==> src/rtl/frame_buffer_scheduler.sv <==
// rtl/frame_buffer_scheduler.sv - triple-buffer bank scheduler between camera capture and VGA display
//
// Ports:
//   CLK_25_I           25 MHz clock
//   RST_I              synchronous active-high reset
//   ENABLE_I           capture enable (writer only; reader swaps regardless)
//   CAM_FRAME_START_I  camera start-of-frame pulse
//   CAM_PXL_VALID_I    camera pixel strobe
//   VGA_FRAME_START_I  display frame-boundary pulse (vertical blanking)
//   WR_EN_O            BRAM write enable (combinational)
//   WR_ADDR_O          pixel address within the write bank
//   WR_BANK_O          bank being written
//   RD_BANK_O          bank being displayed
//   FRAME_VALID_O      a complete frame has reached the display
//   SHORT_FRAME_O      pulse: capture restarted by an early start of frame
//   DROP_CNT_O         saturating count of completed frames overwritten before display
module frame_buffer_scheduler #(
  parameter int ADDR_W       = 16,
  parameter int FRAME_PIXELS = 19200,
  parameter int CNT_W        = 8
) (
  input  logic              CLK_25_I,
  input  logic              RST_I,
  input  logic              ENABLE_I,
  input  logic              CAM_FRAME_START_I,
  input  logic              CAM_PXL_VALID_I,
  input  logic              VGA_FRAME_START_I,
  output logic              WR_EN_O,
  output logic [ADDR_W-1:0] WR_ADDR_O,
  output logic [1:0]        WR_BANK_O,
  output logic [1:0]        RD_BANK_O,
  output logic              FRAME_VALID_O,
  output logic              SHORT_FRAME_O,
  output logic [CNT_W-1:0]  DROP_CNT_O
);

  typedef enum logic {W_WAIT_SOF, W_CAPTURE} w_state_t;

  localparam logic [ADDR_W-1:0] LAST_PIXEL = ADDR_W'(FRAME_PIXELS - 1);

  w_state_t          state;
  logic [ADDR_W-1:0] cnt;
  logic [1:0]        disp;
  logic [1:0]        wr;
  logic [1:0]        rdy;
  logic              rdy_full;
  logic [1:0]        free_bank;
  logic              commit;

  // disp, wr and rdy always form a permutation of {0,1,2}, so the third
  // index falls out of the sum (2-bit wraparound is harmless here).
  assign free_bank = 2'd3 - disp - wr;

  assign WR_EN_O   = (state == W_CAPTURE) && CAM_PXL_VALID_I;
  assign commit    = WR_EN_O && ENABLE_I && (cnt == LAST_PIXEL);
  assign WR_ADDR_O = cnt;
  assign WR_BANK_O = wr;
  assign RD_BANK_O = disp;

  always_ff @(posedge CLK_25_I) begin
    if (RST_I) begin
      state         <= W_WAIT_SOF;
      cnt           <= '0;
      disp          <= 2'd0;
      wr            <= 2'd1;
      rdy           <= 2'd2;
      rdy_full      <= 1'b0;
      FRAME_VALID_O <= 1'b0;
      SHORT_FRAME_O <= 1'b0;
      DROP_CNT_O    <= '0;
    end else begin
      SHORT_FRAME_O <= 1'b0;

      // Writer FSM
      if (state == W_WAIT_SOF) begin
        if (CAM_FRAME_START_I && ENABLE_I) begin
          state <= W_CAPTURE;
          cnt   <= '0;
        end
      end else begin
        if (!ENABLE_I) begin
          // Disabling abandons the partial frame silently.
          state <= W_WAIT_SOF;
          cnt   <= '0;
        end else if (commit) begin
          // A start of frame coinciding with the last pixel begins the
          // next capture straight away in the freshly assigned bank.
          cnt   <= '0;
          state <= CAM_FRAME_START_I ? W_CAPTURE : W_WAIT_SOF;
        end else if (CAM_FRAME_START_I) begin
          cnt           <= '0;
          SHORT_FRAME_O <= 1'b1;
        end else if (CAM_PXL_VALID_I) begin
          cnt <= cnt + ADDR_W'(1);
        end
      end

      // Bank rotation
      if (commit && VGA_FRAME_START_I) begin
        if (rdy_full) begin
          // Display takes the waiting frame, the just-finished one waits.
          disp <= rdy;
          rdy  <= wr;
          wr   <= disp;
        end else begin
          // Nothing waiting: show the just-finished frame directly.
          disp <= wr;
          wr   <= disp;
        end
        FRAME_VALID_O <= 1'b1;
      end else if (commit) begin
        rdy <= wr;
        if (rdy_full) begin
          // Undisplayed frame in rdy gets overwritten by the next capture.
          wr <= rdy;
          if (!(&DROP_CNT_O)) begin
            DROP_CNT_O <= DROP_CNT_O + CNT_W'(1);
          end
        end else begin
          wr       <= free_bank;
          rdy_full <= 1'b1;
        end
      end else if (VGA_FRAME_START_I && rdy_full) begin
        disp          <= rdy;
        rdy           <= disp;
        rdy_full      <= 1'b0;
        FRAME_VALID_O <= 1'b1;
      end
    end
  end

endmodule

==> config.mk <==
export PLATFORM = sky130hd
export DESIGN_NAME = frame_buffer_scheduler
export DESIGN_NICKNAME = d
export VERILOG_FILES = /design/src/rtl/frame_buffer_scheduler.sv
export SDC_FILE = /design/constraint.sdc
export NUM_CORES = 1
export LEC_CHECK = 0
export ABC_AREA = 1
export CORE_AREA = 2 2 64 81
export CTS_CLUSTER_SIZE = 8
export DETAILED_ROUTE_END_ITERATION = 10
export DIE_AREA = 0 0 66 83
export PLACE_DENSITY = 0.69
export SETUP_SLACK_MARGIN = 0.3
export SYNTH_ARGS = -nofsm -noshare
export SYNTH_HDL_FRONTEND = slang
export SYNTH_SLANG_ARGS = --single-unit
==> constraint.sdc <==
create_clock -name CLK_25_I -period 1.7 [get_ports CLK_25_I]
set_input_delay 0.255 -clock CLK_25_I [delete_from_list [all_inputs] [get_ports CLK_25_I]]
set_output_delay 0.255 -clock CLK_25_I [all_outputs]
set_load 0.01 [all_outputs]
==> results of run 1 <==
-- cells in the mapped netlist --
library cell / instances
sky130_fd_sc_hd__nor2_1: 57
sky130_fd_sc_hd__inv_1: 48
sky130_fd_sc_hd__nand3_2: 2
sky130_fd_sc_hd__nor2_2: 1
sky130_fd_sc_hd__a21oi_1: 17
sky130_fd_sc_hd__nand4_1: 8
sky130_fd_sc_hd__nor2_4: 2
sky130_fd_sc_hd__o21ai_0: 20
sky130_fd_sc_hd__inv_2: 1
sky130_fd_sc_hd__buf_6: 1
sky130_fd_sc_hd__nor2_8: 1
sky130_fd_sc_hd__clkbuf_1: 3
sky130_fd_sc_hd__nand2_1: 92
sky130_fd_sc_hd__xor2_1: 3
sky130_fd_sc_hd__o21a_1: 4
sky130_fd_sc_hd__nand2_2: 2
sky130_fd_sc_hd__nand2_4: 1
sky130_fd_sc_hd__o21bai_1: 1
sky130_fd_sc_hd__o211ai_1: 2
sky130_fd_sc_hd__a31oi_1: 2
sky130_fd_sc_hd__nor3_1: 5
sky130_fd_sc_hd__clkinv_1: 1
sky130_fd_sc_hd__ha_1: 3
sky130_fd_sc_hd__xnor2_1: 1
sky130_fd_sc_hd__nand3_1: 24
sky130_fd_sc_hd__buf_2: 3
sky130_fd_sc_hd__dfxtp_1: 34
-- power by group --
part / total, mW / internal (mW) / switching, mW
combinational: 0.196 / 0.0929 / 0.103
sequential: 0.810 / 0.800 / 0.00979
clock: 0.587 / 0.282 / 0.305
total: 1.59 / 1.17 / 0.418
-- stage by stage --
stage               util [%]  setup WS, ns  total power, mW
floorplan                  -         0.212            0.910
global route            66.4        0.0222             1.65
detailed placement      57.6        -0.213            0.987
CTS                     61.8         0.146             1.58
global placement        57.6        -0.186            0.986
finish                  66.4         0.123             1.59
-- routing by layer --
metal  up-vias  wire [um]
met5         -          0
met4         0        131
met3        13        258
met2        64       2880
met1      1081       2450
li1       1224          -
-- worst max-delay path by stage --
stage / startpoint / end / slack [ns] / depth (start not counted)
final: WR_ADDR_O[1] / DROP_CNT_O[3] / 0.12 / 11
after global placement: ENABLE_I / DROP_CNT_O[2] / -0.19 / 11
after floorplan: WR_ADDR_O[1] / DROP_CNT_O[2] / 0.21 / 11
after detailed placement: ENABLE_I / DROP_CNT_O[2] / -0.21 / 11
after CTS: WR_ADDR_O[1] / DROP_CNT_O[4] / 0.15 / 12
after global routing: WR_ADDR_O[8] / DROP_CNT_O[2] / 0.02 / 12
-- repair_timing --
action	4_1_cts	5_1_grt
cloned	0	1
resized for setup	65	48
pin swaps	11	17
hold buffers	0	0
endpoints found under the setup margin	61	37
setup buffers	8	7
-- cells by family after synthesis --
family                   after synthesis
AO/OA/AOI/OAI                         46
XOR/XNOR                               4
adder cells (fa/ha/maj)                3
buffers and inverters                 57
flip-flops                            34
AND/OR/NAND/NOR                      195
-- final cells by class --
type | count | area [um^2]
Inverter | 50 | 193
Sequential cell | 34 | 723
Tap cell | 60 | 75.1
Timing Repair Buffer | 75 | 691
Multi-Input combinational cell | 248 | 1350
Fill cell | 456 | 1580
Clock inverter | 2 | 8.76
Clock buffer | 6 | 72.6
-- sequential cells by signal (all words and copies together) (netlist names) --
signal	count
RD_BANK_O	2
SHORT_FRAME_O	1
FRAME_VALID_O	1
rdy	2
WR_ADDR_O	16
state	1
WR_BANK_O	2
rdy_full	1
DROP_CNT_O	8
-- critical path, stage by stage (launching register included) --
cell	delay, ns
sky130_fd_sc_hd__dfxtp_4	0.36
sky130_fd_sc_hd__ha_4	0.15
sky130_fd_sc_hd__nand2_4	0.05
sky130_fd_sc_hd__nor2_4	0.13
sky130_fd_sc_hd__nand2_4	0.07
sky130_fd_sc_hd__nor2_4	0.12
sky130_fd_sc_hd__buf_12	0.13
sky130_fd_sc_hd__nand2_8	0.06
sky130_fd_sc_hd__nor2_8	0.16
sky130_fd_sc_hd__buf_4	0.13
sky130_fd_sc_hd__nand2_2	0.04
sky130_fd_sc_hd__a21oi_2	0.10
==> load_flow_metrics.sql, run 1 <==
INSERT INTO impl_metrics (metric_group, metric, value, unit) VALUES
('place', 'placement.cell_area', '0.00271', 'mm^2'),
('worst_setup_path', 'regToRegEndpoint', 'DROP_CNT_O[3]', ''),
('yosys', 'synth_warnings', '0', ''),
('detailed_routing', 'detail_route.wl_per_cell', '12.0', 'um'),
('finish', 'p_r_area_growth_vs_syn', '50.1', '%'),
('clock_network', 'cts-buffers-inserted', '5', ''),
('detailed_routing', 'vias_per_instance', '5.01', ''),
('finish', 'insertedDiodeCount', '0', ''),
('grt', 'largest_net_degree_at_the_start_of_global_routing', '22', ''),
('detailed_routing', 'drcViolationCount', '0', ''),
('finish', 'ratio_of_cells_with_drive_above_1_in_the_final_layout', '29.6', '%'),
('grt', 'globalRoute.busiestLayer', 'met2', ''),
('finish', 'final_cell_count_no_fill', '475', ''),
('grt', 'first_global_vias', '2121', ''),
('yosys', 'synth-simple-area-share', '40.8', '%'),
('die', 'number_of_core_rows', '28', ''),
('clock_network', 'path_clk_slew', '0.07', 'ns'),
('min_path', 'whs_path_depth', '4', ''),
('yosys', 'muxShareOfSynthArea', '0', '%'),
('yosys', 'synth_top_area_share', '32.8', '%'),
('grt', 'grt_antenna_before_repair', '0', ''),
('sta', 'final_count_of_negative_setup_slack_endpoints', '0', ''),
('clock_network', 'cts_max_level', '2', ''),
('sta', 'setup_tns', '0', 'ns'),
('detailed_routing', 'postRouteWirelength', '5.72', 'mm'),
('die', 'fp.coreArea', '0.00469', 'mm^2'),
('yosys', 'synth_fa_ha_area_share', '1.81', '%'),
('sta', 'clock.fmax', '634', 'MHz'),
('sta', 'layout_min_cycle_time', '1.58', 'ns'),
('finish', 'design.final.nets', '423', ''),
('grt', 'use_met1', '26.4', '%'),
('sta', 'timing.final.max_slew_violations', '0', ''),
('die', 'die-height', '83', 'um'),
('yosys', 'yosys_register_bits', '34', ''),
('die', 'floorplan.die.width', '66', 'um'),
('status', 'status', 'finished, final reports clean', ''),
('die', 'die_area', '0.00548', 'mm^2'),
('grt', 'groute.layer.met3.usage', '3.79', '%'),
('yosys', 'synth_area_in_xor_xnor', '1.69', '%'),
('yosys', 'synth.cell_area', '0.00208', 'mm^2'),
('finish', 'mostFrequentLayoutCells', 'sky130_fd_sc_hd__nand2_1, sky130_fd_sc_hd__nor2_1, sky130_fd_sc_hd__inv_1', ''),
('grt', 'grt_pass1_wl', '9.35', 'mm'),
('min_path', 'worstHoldEndpoint', 'state', ''),
('sta', 'timing_worst_slew_pin_value', '0.267', 'ns'),
('place', 'placed_cells', '451', ''),
('finish', 'final_area', '0.00312', 'mm^2'),
('detailed_routing', 'dr.pass1.iters', '4', ''),
('sta', 'rsz0062_at_grt', 'yes', ''),
('sta', 'worst_hold_slack_after_final_layout', '0.379', 'ns'),
('grt', 'globalRouteTotalUtil', '21.1', '%'),
('pwr', 'p_per_area', '511', 'mW/mm^2'),
('worst_setup_path', 'reg2regPathDepth', '11', ''),
('grt', 'global_route.overflow_total', '0', ''),
('yosys', 'post_synth_main_area_contributors', 'sky130_fd_sc_hd__dfxtp_1, sky130_fd_sc_hd__nand2_1, sky130_fd_sc_hd__nor2_1', ''),
('yosys', 'postSynthCellCount', '339', ''),
('clock_network', 'max_clock_buf_depth', '2', ''),
('clock_network', 'clock_insertion_delay_worst_skew', '0.29', 'ns'),
('pwr', 'p_leak', '1.48', 'nW'),
('clock_network', 'cts.sinks', '34', ''),
('yosys', 'synth_cell_type_count', '27', ''),
('yosys', 'synthesis.nets', '348', ''),
('worst_setup_path', 'timing.reg2reg.setup_slack', '0.12', 'ns'),
('worst_setup_path', 'worst-endpoint-arrival', '1.80', 'ns'),
('detailed_routing', 'route.vias.total', '2382', ''),
('worst_setup_path', 'worst_setup_path_start_kind', 'flop', ''),
('yosys', 'synth_sequential_area_ratio', '32.8', '%'),
('worst_setup_path', 'worst_r2r_startpoint', 'WR_ADDR_O[1]', ''),
('worst_setup_path', 'worstPathMaxFanout', '7', ''),
('yosys', 'syn-mean-instance-area', '6.12', 'um^2'),
('worst_setup_path', 'path_class', 'flop to flop', ''),
('worst_setup_path', 'worst_setup_path_end_kind', 'flop', '');
No activity file was read; power rests on OpenSTA's default activity.
==> run 2: changes to the inputs <==
--- a/config.mk
+++ b/config.mk
@@ -7,7 +7,7 @@
 export LEC_CHECK = 0
 export ABC_AREA = 1
 export CORE_AREA = 2 2 64 81
-export CTS_CLUSTER_SIZE = 8
+export CTS_CLUSTER_SIZE = 16
 export DETAILED_ROUTE_END_ITERATION = 10
 export DIE_AREA = 0 0 66 83
 export PLACE_DENSITY = 0.69
==> results of run 2 <==
No change in the layout: final DEF, timing and power equal those of run 1.
